## src/rtl/readout_sequencer_if.sv

```systemverilog
// Bundles the host, event-reader and UART-TX signals of the readout sequencer.
// The slave modport is the sequencer's view; the master modport is the surrounding system's view.
interface readout_sequencer_if #(
    parameter int CNT_W = 16
) ();
    logic [7:0]       host_byte_i;
    logic             host_valid_i;
    logic [7:0]       cmd_o;
    logic [31:0]      event_half_i;
    logic             fifo_empty_i;
    logic [7:0]       tx_data_o;
    logic             tx_valid_o;
    logic             tx_ready_i;
    logic             busy_o;
    logic [CNT_W-1:0] events_sent_o;

    modport slave (
        input  host_byte_i, host_valid_i, event_half_i, fifo_empty_i, tx_ready_i,
        output cmd_o, tx_data_o, tx_valid_o, busy_o, events_sent_o
    );

    modport master (
        output host_byte_i, host_valid_i, event_half_i, fifo_empty_i, tx_ready_i,
        input  cmd_o, tx_data_o, tx_valid_o, busy_o, events_sent_o
    );
endinterface

```

## src/rtl/readout_sequencer.sv

```systemverilog
// Host-side readout controller: decodes host 'r'/'f' commands, pulses the event reader's cmd
// input, captures each 32-bit event half and streams it MSB-first as 4 bytes to the UART TX.
module readout_sequencer #(
    parameter int LAT   = 2,
    parameter int CNT_W = 16
) (
    input  logic                clk,
    input  logic                reset,
    readout_sequencer_if.slave  bus
);
    localparam int LAT_W = $clog2(LAT + 1);

    localparam logic [3:0] S_IDLE     = 4'd0;
    localparam logic [3:0] S_START    = 4'd1;
    localparam logic [3:0] S_LAT_A    = 4'd2;
    localparam logic [3:0] S_TX_A     = 4'd3;
    localparam logic [3:0] S_CMD_B    = 4'd4;
    localparam logic [3:0] S_LAT_B    = 4'd5;
    localparam logic [3:0] S_TX_B     = 4'd6;
    localparam logic [3:0] S_NEXT     = 4'd7;
    localparam logic [3:0] S_EMPTY_TX = 4'd8;
    localparam logic [3:0] S_KILL     = 4'd9;
    localparam logic [3:0] S_DONE     = 4'd10;

    localparam logic [7:0] CMD_NONE   = 8'h00;
    localparam logic [7:0] CMD_START  = 8'h73;
    localparam logic [7:0] CMD_HALF_B = 8'h62;
    localparam logic [7:0] CMD_ADV    = 8'h61;
    localparam logic [7:0] CMD_DONE   = 8'h64;
    localparam logic [7:0] CMD_KILL   = 8'h6B;
    localparam logic [7:0] HOST_READ  = 8'h72;
    localparam logic [7:0] HOST_FLUSH = 8'h66;
    localparam logic [7:0] BYTE_EMPTY = 8'h65;

    logic [3:0]       state_q, state_d;
    logic             burst_q, burst_d;
    logic [LAT_W-1:0] lat_cnt_q, lat_cnt_d;
    logic [1:0]       byte_cnt_q, byte_cnt_d;
    logic [31:0]      shreg_q, shreg_d;
    logic [7:0]       cmd_q, cmd_d;
    logic [7:0]       tx_data_q, tx_data_d;
    logic             tx_valid_q, tx_valid_d;
    logic             busy_q, busy_d;
    logic [CNT_W-1:0] events_sent_q, events_sent_d;
    logic             tx_fire_s;

    function automatic logic is_host_cmd(input logic [7:0] b);
        return (b == HOST_READ) || (b == HOST_FLUSH);
    endfunction

    assign tx_fire_s = tx_valid_q && bus.tx_ready_i;

    // Next-state, pulse and transmit-path decode; cmd pulses are set one cycle ahead so cmd_o is a flop.
    always_comb begin
        state_d       = state_q;
        burst_d       = burst_q;
        lat_cnt_d     = lat_cnt_q;
        byte_cnt_d    = byte_cnt_q;
        shreg_d       = shreg_q;
        cmd_d         = CMD_NONE;
        tx_data_d     = tx_data_q;
        tx_valid_d    = tx_valid_q;
        events_sent_d = events_sent_q;

        case (state_q)
            S_IDLE: begin
                if (bus.host_valid_i && is_host_cmd(bus.host_byte_i)) begin
                    burst_d = (bus.host_byte_i == HOST_FLUSH);
                    cmd_d   = CMD_START;
                    state_d = S_START;
                end else begin
                    state_d = S_IDLE;
                end
            end
            S_START: begin
                if (bus.fifo_empty_i) begin
                    tx_valid_d = 1'b1;
                    tx_data_d  = BYTE_EMPTY;
                    state_d    = S_EMPTY_TX;
                end else begin
                    // The 's' pulse cycle itself counts as latency cycle 0.
                    lat_cnt_d = LAT_W'(1);
                    state_d   = S_LAT_A;
                end
            end
            S_LAT_A, S_LAT_B: begin
                if (lat_cnt_q == LAT_W'(LAT)) begin
                    tx_valid_d = 1'b1;
                    tx_data_d  = bus.event_half_i[31:24];
                    shreg_d    = {bus.event_half_i[23:0], 8'h00};
                    byte_cnt_d = 2'd0;
                    state_d    = (state_q == S_LAT_A) ? S_TX_A : S_TX_B;
                end else begin
                    lat_cnt_d = lat_cnt_q + LAT_W'(1);
                end
            end
            S_TX_A, S_TX_B: begin
                if (tx_fire_s) begin
                    if (byte_cnt_q == 2'd3) begin
                        tx_valid_d = 1'b0;
                        if (state_q == S_TX_A) begin
                            cmd_d   = CMD_HALF_B;
                            state_d = S_CMD_B;
                        end else begin
                            events_sent_d = events_sent_q + CNT_W'(1);
                            state_d       = S_NEXT;
                        end
                    end else begin
                        tx_data_d  = shreg_q[31:24];
                        shreg_d    = {shreg_q[23:0], 8'h00};
                        byte_cnt_d = byte_cnt_q + 2'd1;
                    end
                end else begin
                    tx_valid_d = 1'b1;
                end
            end
            S_CMD_B: begin
                lat_cnt_d = LAT_W'(1);
                state_d   = S_LAT_B;
            end
            S_NEXT: begin
                if (burst_q && !bus.fifo_empty_i) begin
                    // 'a' becomes visible next cycle, which is latency cycle 0 of the new event.
                    cmd_d     = CMD_ADV;
                    lat_cnt_d = LAT_W'(0);
                    state_d   = S_LAT_A;
                end else begin
                    cmd_d   = CMD_DONE;
                    state_d = S_DONE;
                end
            end
            S_EMPTY_TX: begin
                if (tx_fire_s) begin
                    tx_valid_d = 1'b0;
                    cmd_d      = CMD_KILL;
                    state_d    = S_KILL;
                end else begin
                    tx_valid_d = 1'b1;
                end
            end
            S_KILL, S_DONE: begin
                state_d = S_IDLE;
            end
            default: begin
                tx_valid_d = 1'b0;
                state_d    = S_IDLE;
            end
        endcase

        busy_d = (state_d != S_IDLE);
    end

    // State and output registers with synchronous reset.
    always_ff @(posedge clk) begin
        if (reset) begin
            state_q       <= S_IDLE;
            burst_q       <= 1'b0;
            lat_cnt_q     <= '0;
            byte_cnt_q    <= 2'd0;
            shreg_q       <= 32'h0000_0000;
            cmd_q         <= CMD_NONE;
            tx_data_q     <= 8'h00;
            tx_valid_q    <= 1'b0;
            busy_q        <= 1'b0;
            events_sent_q <= '0;
        end else begin
            state_q       <= state_d;
            burst_q       <= burst_d;
            lat_cnt_q     <= lat_cnt_d;
            byte_cnt_q    <= byte_cnt_d;
            shreg_q       <= shreg_d;
            cmd_q         <= cmd_d;
            tx_data_q     <= tx_data_d;
            tx_valid_q    <= tx_valid_d;
            busy_q        <= busy_d;
            events_sent_q <= events_sent_d;
        end
    end

    assign bus.cmd_o         = cmd_q;
    assign bus.tx_data_o     = tx_data_q;
    assign bus.tx_valid_o    = tx_valid_q;
    assign bus.busy_o        = busy_q;
    assign bus.events_sent_o = events_sent_q;
endmodule

```

## src/flat_wrapper.sv

```systemverilog
// flat-port wrapper written by rule: the top's interface ports become plain ports
module readout_sequencer_flat 
#(
    parameter int LAT   = 2,
    parameter int CNT_W = 16
)
  (clk, reset, bus_host_byte_i, bus_host_valid_i, bus_event_half_i, bus_fifo_empty_i, bus_tx_ready_i, bus_cmd_o, bus_tx_data_o, bus_tx_valid_o, bus_busy_o, bus_events_sent_o);
  readout_sequencer_if #(.CNT_W(CNT_W)) bus_i ();
  input  logic clk;
  input  logic reset;
  input wire logic [$bits(bus_i.host_byte_i)-1:0] bus_host_byte_i;
  input wire logic [$bits(bus_i.host_valid_i)-1:0] bus_host_valid_i;
  input wire logic [$bits(bus_i.event_half_i)-1:0] bus_event_half_i;
  input wire logic [$bits(bus_i.fifo_empty_i)-1:0] bus_fifo_empty_i;
  input wire logic [$bits(bus_i.tx_ready_i)-1:0] bus_tx_ready_i;
  output wire logic [$bits(bus_i.cmd_o)-1:0] bus_cmd_o;
  output wire logic [$bits(bus_i.tx_data_o)-1:0] bus_tx_data_o;
  output wire logic [$bits(bus_i.tx_valid_o)-1:0] bus_tx_valid_o;
  output wire logic [$bits(bus_i.busy_o)-1:0] bus_busy_o;
  output wire logic [$bits(bus_i.events_sent_o)-1:0] bus_events_sent_o;
  assign bus_i.host_byte_i = bus_host_byte_i;
  assign bus_i.host_valid_i = bus_host_valid_i;
  assign bus_i.event_half_i = bus_event_half_i;
  assign bus_i.fifo_empty_i = bus_fifo_empty_i;
  assign bus_i.tx_ready_i = bus_tx_ready_i;
  assign bus_cmd_o = bus_i.cmd_o;
  assign bus_tx_data_o = bus_i.tx_data_o;
  assign bus_tx_valid_o = bus_i.tx_valid_o;
  assign bus_busy_o = bus_i.busy_o;
  assign bus_events_sent_o = bus_i.events_sent_o;
  readout_sequencer #(.LAT(LAT), .CNT_W(CNT_W)) u_core (.clk(clk), .reset(reset), .bus(bus_i));
endmodule
```

## config.mk

```make
export PLATFORM = sky130hd
export DESIGN_NAME = readout_sequencer_flat
export DESIGN_NICKNAME = d
export VERILOG_FILES = /design/src/rtl/readout_sequencer_if.sv /design/src/rtl/readout_sequencer.sv /design/src/flat_wrapper.sv
export SDC_FILE = /design/constraint.sdc
export NUM_CORES = 1
export LEC_CHECK = 0
export ABC_AREA = 1
export BUFFER_PORTS_ARGS = -buffer_cell sky130_fd_sc_hd__buf_2
export CAP_MARGIN = 20
export CORE_MARGIN = 3
export CORE_UTILIZATION = 30
export DETAILED_ROUTE_END_ITERATION = 10
export GPL_ROUTABILITY_DRIVEN = 0
export PLACE_DENSITY = 0.57
export SLEW_MARGIN = 20
export SYNTH_ARGS = -nofsm -noshare
export SYNTH_HDL_FRONTEND = slang
export SYNTH_SLANG_ARGS = --single-unit
```

## constraint.sdc

```tcl
create_clock -name clk -period 1.8 [get_ports clk]
set_input_delay 0.09 -clock clk [delete_from_list [all_inputs] [get_ports clk]]
set_output_delay 0.09 -clock clk [all_outputs]
set_load 0.02 [all_outputs]
```

Word-level counts from Yosys, hierarchy flattened
Cells that the tools add are included.
Widths: inputs -> output; s select.
{"block": "op_classes", "add_sub_neg": 3, "n_eq_ne": 22, "mux": 40, "bitwise": 2, "reduce_logical": 19}
{"op": "$mux 32", "count": 3}
{"op": "$pmux 32 s2", "count": 1}
{"op": "$mux 8", "count": 6}
{"op": "$pmux 8 s4", "count": 1}
{"op": "$pmux 4 s7", "count": 1}
{"op": "$mux 4", "count": 6}
{"op": "$pmux 8 s3", "count": 1}
{"op": "$mux 7", "count": 3}
{"op": "$add 16x1->16 const B", "count": 1}
{"op": "$eq 4x3->1 const B", "count": 4}
{"op": "$eq 8x7->1 const B", "count": 2}
{"op": "$reduce_and 4->1", "count": 4}
{"op": "$mux 2", "count": 7}
{"op": "$eq 4x4->1 const B", "count": 3}
{"op": "$eq 4x2->1 const B", "count": 2}
{"op": "$ne 2x2->1 const B", "count": 4}
{"op": "$pmux 2 s4", "count": 1}
{"op": "$reduce_bool 4->1", "count": 2}
{"op": "$mux 1", "count": 6}
{"op": "$mux 3", "count": 2}
{"op": "$ne 2x1->1 const B", "count": 3}
{"op": "$pmux 1 s5", "count": 1}
{"op": "$reduce_and 5->1", "count": 1}
{"op": "$reduce_or 5->1", "count": 1}
{"op": "other kinds (14)", "count": 20}
{"block": "totals", "register_bits": 75, "inputBits": 45, "word_cells": 96}

Logic depth before layout (Yosys ltp)
{"block": "depth", "word_depth": 6, "ltp_mapped": 11, "depth_no_buf": 11}

Worst setup path before layout
Ideal clock, no wire load.
{"block": "synth_path", "kind": "flip-flop to flip-flop", "startpoint": "reg u_core.tx_valid_q (netlist: u_core.bus.tx_valid_o)", "endpoint": "reg u_core.shreg_q[14]", "arrival_ns": 1.386, "t_required_ns": 1.687, "setup_slack_ns": 0.301, "stages_incl_launch_ff": 11, "path_buffers": 1, "synth_period_minus_slack_ns": 1.499, "path_cell_list": "dfxtp_1 -> nand2_1 -> nor2_1 -> inv_1 -> nand2_2 -> nand2_4 -> nor2_4 -> buf_6 -> nand2_1 -> nand2_1 -> nor2_1"}
{"block": "synth_between", "elab_chain_cells": 3}
{"item": "start: declaration", "line_no": "readout_sequencer.sv:42", "text": "logic tx_valid_q, tx_valid_d;"}
{"item": "start signal: assignment", "line_no": "readout_sequencer.sv:174", "text": "tx_valid_q <= tx_valid_d;"}
{"item": "$logic_and 1x1->1", "line_no": "readout_sequencer.sv:51", "text": "assign tx_fire_s = tx_valid_q && bus.tx_ready_i;"}
{"item": "$ne 2x1->1 (no line)"}
{"item": "$reduce_and 4->1 (no line)"}
{"item": "end signal: assignment", "line_no": "readout_sequencer.sv:171", "text": "shreg_q <= shreg_d;"}
{"item": "end: declaration", "line_no": "readout_sequencer.sv:39", "text": "logic [31:0] shreg_q, shreg_d;"}
Every way passes these cells.
A chain may end at the register's enable or synchronous reset.

Final worst setup path
{"block": "layout_path", "startpoint": "reg u_core.state_q[2]", "endpoint": "reg u_core.shreg_q[28]"}
{"block": "layout_between", "elab_chain_cells": 4, "word_cells_on_any_way": 12, "classes_between": "eq/ne (7); mux (1); reduce/logical (4)"}
{"item": "start: declaration", "line_no": "readout_sequencer.sv:35", "text": "logic [3:0] state_q, state_d;"}
{"item": "start signal: assignment", "line_no": "readout_sequencer.sv:167", "text": "state_q <= state_d;"}
{"item": "$eq 4x3->1 / $eq 4x2->1 (equally long branches)", "line_no": "readout_sequencer.sv:65", "text": "case (state_q)"}
{"item": "$reduce_or 2->1", "line_no": "readout_sequencer.sv:65"}
{"item": "$ne 2x1->1 (no line), or another cell as far along"}
{"item": "$reduce_and 4->1 (no line)"}
Parallel ways exist; a longest one is shown, timed or not.

==> metrics.yaml <==
outcome:
  status: "complete, no violations"
synthesis:
  ys_seq_area_frac: 0.3742
  ys_warn_count: 0
  synthTopCellsByArea: "dfxtp_1 (37%), nand2_1 (21%), nor2_1 (12%)"
  yosysMostFrequentCell: "nand2_1"
  synth_ff_type: "dfxtp_1"
  synth_edf_count: 0
  synth_area_per_cell_um2: 6.165
  synth-seq-cells: 65
  yosysTopAreaCellShare: 0.3742
  synth-async-reset-ratio: 0
  syn_nets: 613
  synth_cells: 564
  yosysTopAreaCell: "dfxtp_1"
  synth.distinct_cells: 32
  netlist_area_um2: 3477
  synth_common_cells: "nand2_1 (197), nor2_1 (113), dfxtp_1 (65)"
clocking:
  cts-root-buf: "clkbuf_16"
  numCtsBuffers: 9
  insertion_delay_ns: 0.32
  cts_hold_buf: 0
  clk_pin_slew_ns: 0.06
  clock_sinks: 65
  cts_buffer_depth: 2
  cts_tree: "built"
  h-tree-depth: 3
setup_path:
  r2r_cells: 10
  worst_r2r_endpoint: "u_core.shreg_q[28]"
  critical_path_arrival_ns: 1.88
  worstPathRequired_ns: 2.01
  crit_path_max_fanout: 32
  crit_path_end: "u_core.shreg_q[28]"
  cp-end-kind: "flop"
  critical_path_class: "flop to flop"
  cp-startpoint: "u_core.state_q[2]"
  r2r-start: "u_core.state_q[2]"
  start_kind: "flop"
  cp_common_cell: "nand2_4"
  slowest_delay_ns: 0.38
  r2r_setup_slack_ns: 0.13
  path_cells: "inv_1, nor2_2, nand2_1, nand2_4, nand2_2, nand2_4, nor2_4, buf_12, o21ai_0, nor2_1"
  critical_path.slowest_cell: "dfxtp_1"
sta:
  fmax_mhz: 598.0
  fin_skew_ns: 0.006551
  slew_viol_final: 0
  post-route-period-util: 0.9290
  worst_slack_ns: 0.1279
  fin_tns_setup_ns: 0
  rsz0062_at_grt: "no"
  finalHoldViolations: 0
  finalSetupViolations: 0
  whs_ns: 0.07373
  min_period_ns: 1.672
floorplanning:
  io_pins: 79
  die_w_um: 113.7
  core_um2: 11080
  die_h_um: 113.7
  dieArea_um2: 12920
  core.rowCount: 38
  start_util: 0.3139
detailed_routing:
  routed_via_density: 4.447
  wire_per_inst_um: 11.21
  vias: 3500
  first_pass_iters: 5
  antenna_left: 0
  drc_errors: 0
  drtIter0Drc: 180
  wl_um: 8820
placement:
  io_buffers: 77
  place_hpwl_um: 6559
  place_ws_ns: 0.04638
  dpl-instance-area_um2: 3984
global_route:
  grt_pass1_wl_um: 15100
  antenna_found_initial: 0
  grt_pass1_vias: 3354
  grt_max_degree: 41
  grt_use_total: 0.1433
  grt_overflow: 0
final_layout:
  fin_nets: 691
  diodes: 0
  finalInstanceArea_um2: 4369
  post-route-util: 0.3944
  area_growth_pct: 25.66
  final_layout_size_suffix_gt1_frac: 0.1947
run:
  drv_cap: 0
power:
  leakage_nw: 2.118
  vdd_drop_max_mv: 0.3560
  powerDensity_nw_per_um2: 826.9
min_path:
  hold_path.class: "primary input to flop"
[how the worst min path moves through the flow]
| stage | start | endpoint | slack, ns | depth (start not counted) |
|---|---|---|---|---|
| 3_5_place_dp | bus_event_half_i[6] | u_core.shreg_q[14] | 0.41 | 5 |
| 4_1_cts | bus_event_half_i[7] | u_core.shreg_q[15] | 0.06 | 5 |
| 2_1_floorplan | bus_event_half_i[2] | u_core.shreg_q[10] | 0.30 | 4 |
| 6_report | bus_event_half_i[7] | u_core.shreg_q[15] | 0.07 | 5 |
| 3_3_place_gp | bus_event_half_i[6] | u_core.shreg_q[14] | 0.41 | 5 |
| 5_1_grt | bus_event_half_i[7] | u_core.shreg_q[15] | 0.08 | 5 |
[kinds of logic (layout without fill, tap and decap cells)]
group	after synthesis	count (layout)	synth area share
XOR/XNOR	4	4	0.01008
other	1	1	0.001078
AND/OR/NAND/NOR	354	354	0.4113
adder cells (fa/ha/maj)	4	4	0.01439
AO/OA/AOI/OAI	58	58	0.08708
flip-flops	65	65	0.3742
buffers and inverters	78	161	0.1018
[flip-flops by register name, summed over array words and instances, names as in the netlist]
signal	flops
u_core.byte_cnt_q	2
u_core.state_q	4
u_core.shreg_q	24
u_core.lat_cnt_q	2
u_core.bus.tx_valid_o	1
u_core.bus.cmd_o	6
u_core.bus.events_sent_o	16
u_core.burst_q	1
u_core.bus.busy_o	1
u_core.bus.tx_data_o	8
[stage by stage]
| stage | std cells | power (W) |
|---|---|---|
| 2_1_floorplan | 564 | 0.001535 |
| 3_3_place_gp | 770 | 0.001601 |
| 3_5_place_dp | 770 | 0.001601 |
| 4_1_cts | 786 | 0.003668 |
| 5_1_grt | 787 | 0.003743 |
| 6_report | 787 | 0.003613 |
[cell usage in the layout (no fill, tap or decap), drive strengths merged]
cell type,Yosys,final
inv,57,57
xnor2,2,2
xor2,2,2
o21ai,32,32
nand3b,1,1
o21bai,2,2
a21oi,21,21
o21ba,1,1
nor3,2,2
clkinvlp,0,1
nand3,25,25
buf,13,87
nand4,3,3
a31oi,2,2
conb,1,1
nor2,118,118
clkinv,1,3
bufinv,0,3
nand2,204,204
dfxtp,65,65
clkbuf,7,10
ha,4,4
or2,1,1
[power by group]
part | leakage, nW | internal, W | total (W) | switching [W]
Combinational | 1.43 | 0.0000576 | 0.000127 | 0.0000692
Sequential | 0.524 | 0.00144 | 0.00144 | 0.000000772
Clock | 0.169 | 0.00139 | 0.00205 | 0.000651
[per-layer routing]
metal | vias up | part of all wire | global-route usage
met5 | - | 0 | 0
met4 | 0 | 0.016 | 0.05369
met3 | 11 | 0.056 | 0.03660
met2 | 95 | 0.45 | 0.2305
met1 | 1511 | 0.47 | 0.1849
li1 | 1883 | - | -
[final cells by class]
| cell class | count | area (um2) |
|---|---|---|
| repair buffers | 87 | 476.7 |
| well taps | 140 | 175.2 |
| inverters | 58 | 220.2 |
| multi-input cells | 421 | 1839 |
| clock inverters | 6 | 115.1 |
| flip-flops and latches | 65 | 1304 |
| fillers | 1191 | 6709 |
| clock buffers | 10 | 239.0 |
[repair_timing]
action,4_1_cts,5_1_grt
endpoints found under the setup margin,0,45
resized for setup,0,8
setup buffers,0,1
[worst max-delay path, delay by kind of cell (launching register included)]
family | cells | cell delay [ns]
compound gates | 1 | 0.19
buf+inv | 2 | 0.25
flops | 1 | 0.38
simple gates | 7 | 0.72
No activity file was read; power rests on OpenSTA's default activity.
